`src/rtl/ss_fifo_burst_reader.sv`:
```
// Read-side burst controller for the threshold FIFO: credit-limited reads into a 2-entry skid buffer, valid/ready out.
// Optional macro SS_FIFO_RD_LAST_EN adds a per-word last tag driving m_last.
module ss_fifo_burst_reader #(
    parameter int Bw_d  = 8,
    parameter int Bw_a  = 10,
    parameter int Burst = 256
) (
    input  logic            clk,
    input  logic            reset,
    input  logic            fifo_rd_rdy,
    output logic            fifo_rd_en,
    input  logic [Bw_d-1:0] fifo_rd_do,
    output logic            m_valid,
    input  logic            m_ready,
    output logic [Bw_d-1:0] m_data,
    output logic            m_last,
    input  logic            flush_req,
    input  logic [Bw_a:0]   flush_len,
    output logic            flush_done,
    output logic            busy,
    output logic [1:0]      dbg_state
);

    localparam logic [1:0] IDLE  = 2'd0;
    localparam logic [1:0] BURST = 2'd1;
    localparam logic [1:0] FLUSH = 2'd2;
    localparam logic [1:0] WAIT  = 2'd3;

    logic [1:0]      state;
    logic [Bw_a:0]   rem;
    logic            pend;
    logic [Bw_a:0]   pend_len;
    logic            is_flush;
    logic            inflight;
    logic [Bw_d-1:0] buf_data [2];
    logic            rd_ptr;
    logic            wr_ptr;
    logic [1:0]      cnt;

    logic            pop;
    logic            credit_ok;
    logic            last_pop;
    logic [2:0]      occ;

    assign dbg_state = state;
    assign m_valid   = (cnt != 2'd0);
    assign m_data    = buf_data[rd_ptr];
    assign pop       = m_valid & m_ready;
    assign busy      = (state != IDLE) || (cnt != 2'd0);

    // A word popped this cycle frees its slot for a read issued this cycle.
    assign occ        = {1'b0, cnt} + {2'b00, inflight};
    assign credit_ok  = occ < (3'd2 + {2'b00, pop});
    assign fifo_rd_en = !reset && ((state == BURST) || (state == FLUSH)) &&
                        (rem != '0) && credit_ok;

    // Transfers never overlap, so the final word is the only one left anywhere.
    assign last_pop   = pop && (cnt == 2'd1) && !inflight;
    assign flush_done = ((state == WAIT) && is_flush && last_pop) ||
                        ((state == FLUSH) && (rem == '0));

    always_ff @(posedge clk) begin
        if (reset) begin
            state       <= IDLE;
            rem         <= '0;
            pend        <= 1'b0;
            pend_len    <= '0;
            is_flush    <= 1'b0;
            inflight    <= 1'b0;
            buf_data[0] <= '0;
            buf_data[1] <= '0;
            rd_ptr      <= 1'b0;
            wr_ptr      <= 1'b0;
            cnt         <= 2'd0;
        end else begin
            inflight <= fifo_rd_en;
            if (inflight) begin
                buf_data[wr_ptr] <= fifo_rd_do;
                wr_ptr           <= ~wr_ptr;
            end
            if (pop) rd_ptr <= ~rd_ptr;
            cnt <= cnt + {1'b0, inflight} - {1'b0, pop};

            if (flush_req && (state != IDLE) && !pend) begin
                pend     <= 1'b1;
                pend_len <= flush_len;
            end

            case (state)
                IDLE: begin
                    if (pend) begin
                        state    <= FLUSH;
                        rem      <= pend_len;
                        pend     <= 1'b0;
                        is_flush <= 1'b1;
                    end else if (flush_req) begin
                        state    <= FLUSH;
                        rem      <= flush_len;
                        is_flush <= 1'b1;
                    end else if (fifo_rd_rdy) begin
                        state    <= BURST;
                        rem      <= (Bw_a + 1)'(Burst);
                        is_flush <= 1'b0;
                    end
                end
                BURST, FLUSH: begin
                    if (fifo_rd_en) begin
                        rem <= rem - (Bw_a + 1)'(1);
                        if (rem == (Bw_a + 1)'(1)) state <= WAIT;
                    end else if (rem == '0) begin
                        state <= IDLE;
                    end
                end
                WAIT: begin
                    if (last_pop) state <= IDLE;
                end
                default: state <= IDLE;
            endcase
        end
    end

`ifdef SS_FIFO_RD_LAST_EN
    logic       inflight_last;
    logic [1:0] buf_last;

    always_ff @(posedge clk) begin
        if (reset) begin
            inflight_last <= 1'b0;
            buf_last      <= 2'b00;
        end else begin
            inflight_last <= fifo_rd_en && (rem == (Bw_a + 1)'(1));
            if (inflight) buf_last[wr_ptr] <= inflight_last;
        end
    end

    assign m_last = m_valid & buf_last[rd_ptr];
`else
    assign m_last = 1'b0;
`endif

endmodule
```
`config.mk`:
```
export PLATFORM = sky130hd
export DESIGN_NAME = ss_fifo_burst_reader
export DESIGN_NICKNAME = d
export VERILOG_FILES = /design/src/rtl/ss_fifo_burst_reader.sv
export SDC_FILE = /design/constraint.sdc
export NUM_CORES = 1
export LEC_CHECK = 0
export CORE_AREA = 2 2 73 75
export CTS_CLUSTER_DIAMETER = 100
export CTS_CLUSTER_SIZE = 14
export DETAILED_ROUTE_END_ITERATION = 8
export DIE_AREA = 0 0 75 77
export GPL_TIMING_DRIVEN = 0
export PLACE_DENSITY = 0.86
export SKIP_LAST_GASP = 1
export SLEW_MARGIN = 20
export SYNTH_ARGS = -nofsm -noshare
export SYNTH_HDL_FRONTEND = slang
export SYNTH_SLANG_ARGS = --single-unit
export TNS_END_PERCENT = 10
```
`constraint.sdc`:
```
create_clock -name clk -period 5.1 [get_ports clk]
set_input_delay 1.02 -clock clk [delete_from_list [all_inputs] [get_ports clk]]
set_output_delay 1.02 -clock clk [all_outputs]
set_load 0.03 [all_outputs]
```
==> reports/results.ini, run 1 <==
[setup_path]
end_kind = output pin
cp.arrival_ns = 3.06
cp_top_family = buffers and inverters
crit_type = input pin to output pin
crit_chain = clkdlybuf4s50_1 > clkbuf_1 > nor4_1 > clkdlybuf4s50_1
cp_common_cell = clkdlybuf4s50_1
cp-start-kind = input pin
critPathMaxFanout = 10
path_buf_inv = 3
slowest_delay_ns = 0.77
cpMaxStageDelayCell = clkdlybuf4s50_1
cp.required_ns = 4.08

[place]
place_congestion = 0.896
placed_cells = 390
portBuffers = 37
place_area_um2 = 3110
detailed_place_hpwl_um = 4350

[routing]
wire_per_inst_um = 14.7
via_per_inst = 5.49
vias = 2187
ant_nets = 0
first_pass_iters = 4
totalWireLength_um = 5840
drtIter0Drc = 73
post-route-drc-count = 0

[yosys]
synth_area_leaders = dfxtp_1 (24%), edfxtp_1 (18%), ha_1 (4.2%)
ys.flop_type = dfxtp_1
synth_nets = 316
syn-cell-area_um2 = 2650
synth_async_sr_flop_share_pct = 0
synth-seq-area-share_pct = 42.2
yosys_warnings = 0
synth_top_area_share_pct = 24.1
syn_inst = 283
syn_avg_cell_area_um2 = 9.38
yosysTopAreaCell = dfxtp_1
synth.distinct_cells = 62
ys_ff_latch = 48
synth_edf_count = 16

[timing]
whs_ns = 0.460
finalSetupViolCount = 0
hold_viol = 0
relSlewSlack_pct = 53.6
finalMaxSlewViolations = 0
tightest_slew_ns = 0.689
skew_ns = 0.00633
post-route-period-util_pct = 80.0
finalSetupTns_ns = 0
fmax_mhz = 245
fin_crit_ns = 4.08
rsz0062_at_grt = no

[finish]
final-seq-area_um2 = 1120
fin_util_pct = 65.0
multiInputGateArea_um2 = 1400
fin_area_um2 = 3230
fin_cells = 398
nNetsFinal = 360
syn_to_final_growth_pct = 21.9
layout-drive-gt1-share_pct = 10.4
antenna_cells = 0
nFillCells = 418

[min_path]
hold_class = flop to flop

[grt]
grt_max_degree = 16
track_usage_pct = 22.0
grt_pass1_wl_um = 9990
grt_pass1_vias = 2249
overflow = 0
antenna_found_initial = 0

[clocking]
cts_tree = done
post_cts.repair.setup_buffers = 0
cts_buffers = 5
clock_latency_ns = 0.30
clk_pin_slew_ns = 0.09
htree_levels = 2
clk_path_buf_depth = 2
ctsResizeCount = 0
cts.sinks = 48
root_buffer = clkbuf_8
hold_buffers = 0

[floorplanning]
rows = 26
core_area_um2 = 4980
die_w_um = 75
ioPinCount = 39
dieArea_um2 = 5780
die_h_um = 77
initial_core_util_pct = 53.3

[run]
maxCapViolCount = 0

[pwr]
p_leak_nw = 1.24
p_per_area_nw_per_um2 = 593
ir_drop_v = 0.000285

[status]
outcome = completed

flip-flops by register name, indices dropped and copies added (netlist names), named ones only:
signal     flops
rd_ptr         1
wr_ptr         1
buf_data      16
pend_len      11
is_flush       1
dbg_state      2
inflight       1
pend           1
rem           11
cnt            2
cell families after synthesis:
group / after synthesis / share of synthesized area [%]
compound gates: 66 / 17.5
xor+xnor: 4 / 1.32
fa+ha+maj: 9 / 4.24
buf+inv: 30 / 5.09
flops: 48 / 42.2
mux: 19 / 7.54
other cells: 1 / 0.141
simple gates: 106 / 21.9
layout by cell type, fill, tap and decap left out, types with 3 or more instances in the layout:
cell | Yosys | layout
or3_1 | 4 | 4
clkbuf_8 | 0 | 5
o2111ai_1 | 3 | 3
o21ai_0 | 18 | 18
nor4_1 | 6 | 6
o21ai_1 | 4 | 4
nand2_1 | 24 | 24
edfxtp_1 | 16 | 16
nand3b_1 | 3 | 3
nor3_1 | 5 | 5
inv_1 | 9 | 9
a211oi_1 | 3 | 3
clkbuf_1 | 11 | 12
nor2_1 | 26 | 26
dfxtp_1 | 32 | 32
o31ai_1 | 3 | 3
mux2i_1 | 11 | 11
clkdlybuf4s50_1 | 0 | 37
ha_1 | 9 | 9
mux2_2 | 8 | 8
nor3b_1 | 3 | 3
a21oi_1 | 16 | 16
and2_1 | 17 | 17
Yosys cell counts (all sizes together) (4+ instances only):
library cell / n
dfxtp: 32
nor2: 28
nand2: 24
o21ai: 23
and2: 18
a21oi: 16
edfxtp: 16
clkbuf: 12
mux2i: 11
inv: 10
ha: 9
mux2: 8
buf: 7
nor4: 6
nor3: 5
o31ai: 4
or3: 4
worst reg2reg max path, stage by stage (launching register included):
cell and delay [ns]:
dfxtp_1 0.41, inv_1 0.09, ha_1 0.23, or3b_1 0.16, buf_4 0.15, o31ai_4 0.11
o41ai_2 0.58, nand2_1 0.30, o32ai_1 0.32
stage by stage:
step | total power [mW] | setup slack (ns)
global route | 2.06 | 0.878
detailed placement | 1.63 | 1.06
finish | 1.92 | 1.02
floorplan | 1.35 | 1.69
global placement | 1.60 | 1.05
CTS | 1.92 | 1.05
metal layers:
layer / part of all wire [%] / GRT usage (%) / vias to the layer above
li1: - / - / 1099
met5: 0 / 0 / -
met3: 4.3 / 4.99 / 11
met1: 44 / 27.2 / 1027
met4: 2.0 / 8.75 / 0
met2: 50 / 36.2 / 50
area by class of cell:
cell class                      instances  area share [%]
Clock buffer                            8            3.79
Inverter                               11            1.28
Buffer                                 19            2.90
Timing Repair Buffer                   37            11.5
Sequential cell                        48            34.7
Multi-Input combinational cell        205            43.2
Tap cell                               70            2.71
worst paths after layout:
path / to / start / slack, ns / cells after the start
max: fifo_rd_en / reset / 1.02 / 4
min: is_flush / is_flush / 0.46 / 2
min reg2reg: is_flush / is_flush / 0.46 / 2
max reg2reg: rem[4] / rem[0] / 2.66 / 8
report_power, final:
group / internal (mW) / total (mW) / switching, mW
registers: 0.497 / 0.573 / 0.0765
logic: 0.453 / 1.06 / 0.609
clock network: 0.157 / 0.282 / 0.126
total: 1.11 / 1.92 / 0.811
Power figures use the tool's default switching activity.
==> run 2: changes to the inputs <==
- CORE_AREA: 2 2 73 75 -> 2 2 77 79
- DIE_AREA: 0 0 75 77 -> 0 0 79 81
- PLACE_DENSITY: 0.86 -> 0.81
- clock period: 5.1 -> 3.5 ns (I/O delays scaled with it)
==> run 2 against run 1 <==
Sequential power is 45% higher. Final cell count is 1.3% higher. Utilization is 8.0 points lower. Sequential share of layout area hardly changed. Critical path depth is 4 higher. Die area is 11% higher. Design area hardly changed. Clock skew is 0.0038 ns lower. Register-to-register slack worse by 1.6 ns. Largest power group unchanged. Global-route usage is 2.9 points lower. Total power is 45% higher. Hold slack better by 0.0059 ns.
==> reports/results.ini, run 2 (synthesis gave the netlist of run 1 again) <==
[status]
outcome = completed

[pwr]
ir_drop_v = 0.000454  ; +59%
p_leak_nw = 1.23  ; -0.43%
p_per_area_nw_per_um2 = 858  ; +45%

[routing]
vias = 2225  ; +1.7%
first_pass_iters = 4  ; unchanged
post-route-drc-count = 0  ; unchanged
drtIter0Drc = 128  ; +75%
ant_nets = 0  ; unchanged
wire_per_inst_um = 14.4  ; -1.8%
via_per_inst = 5.52  ; +0.48%
totalWireLength_um = 5800  ; -0.60%

[finish]
top_regs = buf_data: 16 flops, pend_len: 11 flops, rem: 11 flops
multiInputGateArea_um2 = 1400  ; +0.45%
nNetsFinal = 360  ; unchanged
largest_reg_flops = 16  ; unchanged
top_register = buf_data
mostFrequentLayoutCell = clkdlybuf4s50_1
nFillCells = 537  ; +28%
mostFrequentLayoutCells = clkdlybuf4s50_1 (37), dfxtp_1 (32), nor2_1 (26)
antenna_cells = 0  ; unchanged
final-seq-area_um2 = 1120  ; unchanged
syn_to_final_growth_pct = 21.9  ; about the same
layout-drive-gt1-share_pct = 10.7  ; +0.30 points

[place]
portBuffers = 37  ; unchanged
detailed_place_hpwl_um = 4170  ; -4.2%
place_congestion = 0.857  ; -4.3%

[timing]
hold_viol = 0  ; unchanged
finalSetupViolCount = 0  ; unchanged
finalMaxSlewViolations = 0  ; unchanged
finalSetupTns_ns = 0  ; unchanged
fin_crit_ns = 3.36
tightest_slew_ns = 0.717  ; +0.0280 ns
rsz0062_at_grt = no
skew_ns = 0.00251  ; -0.00382 ns
fmax_mhz = 298
relSlewSlack_pct = 51.7  ; -1.9 points
whs_ns = 0.466  ; +0.00593 ns
post-route-period-util_pct = 95.9

[run]
maxCapViolCount = 0  ; unchanged

[setup_path]
rr_worst_depth = 8  ; unchanged
cp.arrival_ns = 2.66  ; -0.40 ns
r2r_slack_ns = 1.08  ; -1.58 ns
cp.required_ns = 2.80  ; -1.28 ns
r2r_start = rem[0]
cp-start-kind = flop
end_kind = output pin
critPathMaxFanout = 7  ; -3
r2r_end = rem[4]
crit_type = flop to output pin

[min_path]
whs_path_depth = 2  ; unchanged
hold_class = flop to flop
min_to = is_flush
min_from = is_flush

[clocking]
hold_buffers = 0  ; unchanged
clock_latency_ns = 0.31  ; about the same
clk_pin_slew_ns = 0.09  ; about the same
htree_levels = 2  ; unchanged
clk_path_buf_depth = 2  ; unchanged
cts_buffers = 5  ; unchanged
root_buffer = clkbuf_8
cts.sinks = 48  ; unchanged
cts_tree = done

[grt]
track_usage_pct = 19.1  ; -2.9 points
overflow = 0  ; unchanged
grt_max_degree = 16  ; unchanged
grt_pass1_vias = 2159  ; -4.0%
grt_pass1_wl_um = 9720  ; -2.7%
antenna_found_initial = 0  ; unchanged

[floorplanning]
initial_core_util_pct = 46.8  ; -6.6 points
dieArea_um2 = 6400  ; +11%
ioPinCount = 39  ; unchanged
die_h_um = 81  ; +5.2%
die_w_um = 79  ; +5.3%
core_area_um2 = 5680  ; +14%
rows = 28  ; +7.7%

-- run 2: per-stage QoR --
step / utilization [%] / instances / power [mW] / worst slack (ns) / cell area, µm²
final: 57.0 / 403 / 2.78 / 0.143 / 3240
after global routing: 57.0 / 403 / 2.98 / 0.0377 / 3240
after CTS: 56.9 / 403 / 2.76 / 0.0408 / 3230
after detailed placement: 54.9 / 395 / 2.35 / 0.0451 / 3120
after global placement: 54.9 / 395 / 2.33 / 0.0723 / 3120
after floorplan: - / 283 / 1.96 / 0.616 / 2650
-- run 2: cell type report --
cell class                 instances  share of cell area [%]
clock inverter                     3                    1.31
tap                               75                    2.90
sequential                        48                    34.6
clock buffer                       5                    2.13
timing repair buffer              37                    11.4
multi-input combinational        205                    43.4
buffer                            19                    2.90
inverter                          11                    1.28
-- run 2: timing repair --
action	CTS	global route
setup buffers	0	0
hold endpoints to repair	0	0
resized for setup	0	1
setup endpoints to repair	0	1
-- run 2: worst max-delay path by stage --
stage                      start         end  slack (ns)  cells after the start
floorplan           dbg_state[0]  fifo_rd_en        0.62                      4
global placement           reset  fifo_rd_en        0.07                      4
detailed placement         reset  fifo_rd_en        0.05                      4
CTS                        reset  fifo_rd_en        0.04                      4
global route              rem[0]  flush_done        0.04                      8
finish                    rem[0]  flush_done        0.14                      8
-- run 2: power breakdown --
group	switching [mW]	internal, mW	leakage, nW	total [mW]
Sequential	0.109	0.724	0.428	0.832
Combinational	0.878	0.661	0.749	1.54
Clock	0.194	0.212	0.0558	0.406
-- run 2: layer usage --
layer	vias to the layer above	global-route usage [%]	wire, µm
li1	1104	-	-
met1	1035	23.3	2500
met2	73	33.0	2780
met3	13	5.11	377
met4	0	6.21	140
met5	-	0	0
-- run 2: critical path, cell delays in order, from the launching register on --
cell	delay, ns
dfxtp_1	0.36
inv_1	0.11
ha_1	0.18
or3b_1	0.34
buf_4	0.17
nor2_1	0.22
nand4b_1	0.16
o21ai_0	0.11
clkdlybuf4s50_1	0.69
==> run 3: changes to the inputs <==
- ABC_AREA: not set -> 1
==> run 3 against run 2 <==
Clock-buffer cell count stayed put. Critical path type unchanged. Critical path depth stayed put. Largest power group unchanged. Fmax is 6.3% higher.
==> reports/results.ini, run 3 <==
[finish]
mostFrequentLayoutCell = nand2_1
layout-drive-gt1-share_pct = 11.2  ; +0.50 points
largest_reg_flops = 16  ; unchanged
fin_util_pct = 56.9  ; -0.066 points
syn_to_final_growth_pct = 22.4
top_regs = buf_data: 16 flops, pend_len: 11 flops, rem: 11 flops
nNetsFinal = 417  ; +16%
antenna_cells = 0  ; unchanged
mostFrequentLayoutCells = nand2_1 (84), nor2_1 (49), inv_1 (38)
top_register = buf_data
nFillCells = 547  ; +1.9%

[grt]
antenna_found_initial = 0  ; unchanged
track_usage_pct = 18.6  ; -0.55 points
grt_pass1_vias = 2153  ; -0.28%
overflow = 0  ; unchanged
grt_pass1_wl_um = 9550  ; -1.8%
grt_max_degree = 17  ; +1

[min_path]
min_from = pend_len[10]
whs_path_depth = 2  ; unchanged
min_to = pend_len[10]
hold_class = flop to flop

[run]
maxCapViolCount = 0  ; unchanged

[yosys]
synth.distinct_cells = 33  ; -47%
ys_ff_latch = 48  ; unchanged
yosysTopAreaCell = dfxtp_1
syn-cell-area_um2 = 2640  ; -0.52%
synth-seq-area-share_pct = 42.5  ; +0.22 points
synth_nets = 374  ; +18%
synth_async_sr_flop_share_pct = 0  ; unchanged
synth_area_leaders = dfxtp_1 (24%), edfxtp_1 (18%), nand2_1 (12%)
synth_top_area_share_pct = 24.3  ; +0.13 points
yosys_warnings = 0  ; unchanged
ys.flop_type = dfxtp_1
syn_avg_cell_area_um2 = 7.74  ; -17%
synthTopCellsByCount = nand2_1 (84), nor2_1 (49), inv_1 (38)
syn_inst = 341  ; +20%
yosysMostFrequentCell = nand2_1
synth_edf_count = 16  ; unchanged

[setup_path]
rr_worst_depth = 8  ; unchanged
end_kind = output pin
slowest_delay_ns = 0.70  ; about the same
cp_top_family = buffers and inverters
r2r_slack_ns = 1.62  ; +0.54 ns
cpMaxStageDelayCell = clkdlybuf4s50_1
cp.arrival_ns = 2.46  ; -0.20 ns
crit_chain = inv_1 > ha_1 > buf_2 > nand2_1 > inv_1 > nand2_1 > nor2_1 > clkdlybuf4s50_1
path_buf_inv = 4  ; +1
r2r_end = rem[8]
cp-start-kind = flop
crit_type = flop to output pin
critPathMaxFanout = 10  ; +3
r2r_start = dbg_state[1]
cp.required_ns = 2.80  ; about the same

[timing]
skew_ns = 0.00883  ; +0.00632 ns
hold_viol = 0  ; unchanged
relSlewSlack_pct = 56.0  ; +4.4 points
finalSetupViolCount = 0  ; unchanged
post-route-period-util_pct = 90.2  ; -5.7 points
rsz0062_at_grt = no
tightest_slew_ns = 0.659  ; -0.0577 ns
finalMaxSlewViolations = 0  ; unchanged
finalSetupTns_ns = 0  ; unchanged
fmax_mhz = 317  ; +6.3%
fin_crit_ns = 3.16  ; -0.198 ns

[clocking]
clock_latency_ns = 0.31  ; about the same
clk_pin_slew_ns = 0.10  ; about the same
cts_buffers = 5  ; unchanged
cts.sinks = 48  ; unchanged
htree_levels = 2  ; unchanged
cts_tree = done
hold_buffers = 0  ; unchanged
root_buffer = clkbuf_8
clk_path_buf_depth = 2  ; unchanged
ctsResizeCount = 0  ; unchanged
post_cts.repair.setup_buffers = 0  ; unchanged

[pwr]
p_per_area_nw_per_um2 = 868  ; +1.1%
ir_drop_v = 0.000440  ; -3.0%
p_leak_nw = 1.44  ; +17%

[floorplanning]
ioPinCount = 39  ; unchanged
die_w_um = 79  ; unchanged
dieArea_um2 = 6400  ; unchanged
die_h_um = 81  ; unchanged
rows = 28  ; unchanged
initial_core_util_pct = 46.5  ; -0.24 points
core_area_um2 = 5680  ; unchanged

[place]
place_congestion = 0.872  ; +1.7%
portBuffers = 36  ; -2.7%
detailed_place_hpwl_um = 4030  ; -3.5%

[routing]
post-route-drc-count = 0  ; unchanged
totalWireLength_um = 5580  ; -3.9%
wire_per_inst_um = 12.1  ; -16%
vias = 2284  ; +2.7%
first_pass_iters = 5  ; +1
wl_met2_um = 2600  ; -6.5%
topRoutingLayerUsed = met4
drtIter0Drc = 154  ; +20%
met1_length_um = 2590  ; +3.6%
ant_nets = 0  ; unchanged
wl_met3_um = 326  ; -14%
via_per_inst = 4.97  ; -10%

[status]
outcome = completed

run 3: changes by cell type after synthesis, sizes merged, moves of 4 or more:
cell,delta
nand2,+66
inv,+29
nor2,+25
and2,-18
nand3,+18
a21oi,+11
mux2i,-11
o21ai,-10
clkbuf,-8
nor4,-6
o31ai,-4
or3,-4
run 3: worst min-delay path: cells and delay by family (launching register included):
family                 cells  cell delay, ns
AO/OA/AOI/OAI              1            0.05
buffers and inverters      1            0.06
flip-flops                 1            0.31
run 3: worst max path at each step:
stage | start | to | slack, ns | cells past startpoint
global placement | m_ready | fifo_rd_en | 0.43 | 6
global route | dbg_state[1] | fifo_rd_en | 0.18 | 8
floorplan | dbg_state[0] | fifo_rd_en | 1.04 | 7
CTS | dbg_state[1] | fifo_rd_en | 0.34 | 8
finish | dbg_state[1] | fifo_rd_en | 0.34 | 8
detailed placement | m_ready | fifo_rd_en | 0.43 | 6
run 3: kinds of logic (layout without fill, tap and decap cells):
kind of cell | Yosys count | after routing | synth area share (%)
AOI/OAI and AO/OA | 49 | 49 | 10.9
adders and majority gates | 9 | 9 | 4.27
muxes | 8 | 8 | 3.41
xor gates and xnor gates | 6 | 6 | 1.99
DFF | 48 | 48 | 42.5
and+or+nand+nor | 167 | 167 | 27.8
other | 1 | 1 | 0.142
buffers and inverters | 53 | 97 | 9.00
run 3: final cells by class:
| type | count | area (µm²) | share of cell area [%] |
|---|---|---|---|
| flip-flops and latches | 48 | 1120 | 34.7 |
| clock inverters | 3 | 68.8 | 2.13 |
| inverters | 39 | 146 | 4.53 |
| clock buffers | 5 | 68.8 | 2.13 |
| repair buffers | 36 | 360 | 11.1 |
| well taps | 75 | 93.8 | 2.90 |
| plain buffers | 14 | 91.3 | 2.83 |
| multi-input cells | 240 | 1280 | 39.6 |
run 3: report_power, final:
group	total, mW	internal [mW]	leakage, nW	switching, mW
clock network	0.486	0.288	0.0687	0.199
registers	0.801	0.713	0.429	0.0874
logic	1.52	0.596	0.947	0.922
run 3: per-stage QoR:
stage / hold WS (ns) / cell area [µm²] / worst slack (ns) / cells / total power [mW]
2_1_floorplan: 0.426 / 2640 / 1.04 / 341 / 1.96
3_3_place_gp: 0.435 / 3090 / 0.427 / 452 / 2.28
3_5_place_dp: 0.447 / 3090 / 0.432 / 452 / 2.32
4_1_cts: 0.461 / 3230 / 0.338 / 460 / 2.81
5_1_grt: 0.478 / 3230 / 0.178 / 460 / 3.03
6_report: 0.460 / 3230 / 0.341 / 460 / 2.80
run 3: layer usage:
| metal | vias to the layer above | GRT usage [%] |
|---|---|---|
| met5 | - | 0 |
| met4 | 0 | 5.17 |
| met3 | 6 | 3.44 |
| met2 | 66 | 31.7 |
| met1 | 1036 | 24.2 |
| li1 | 1176 | - |
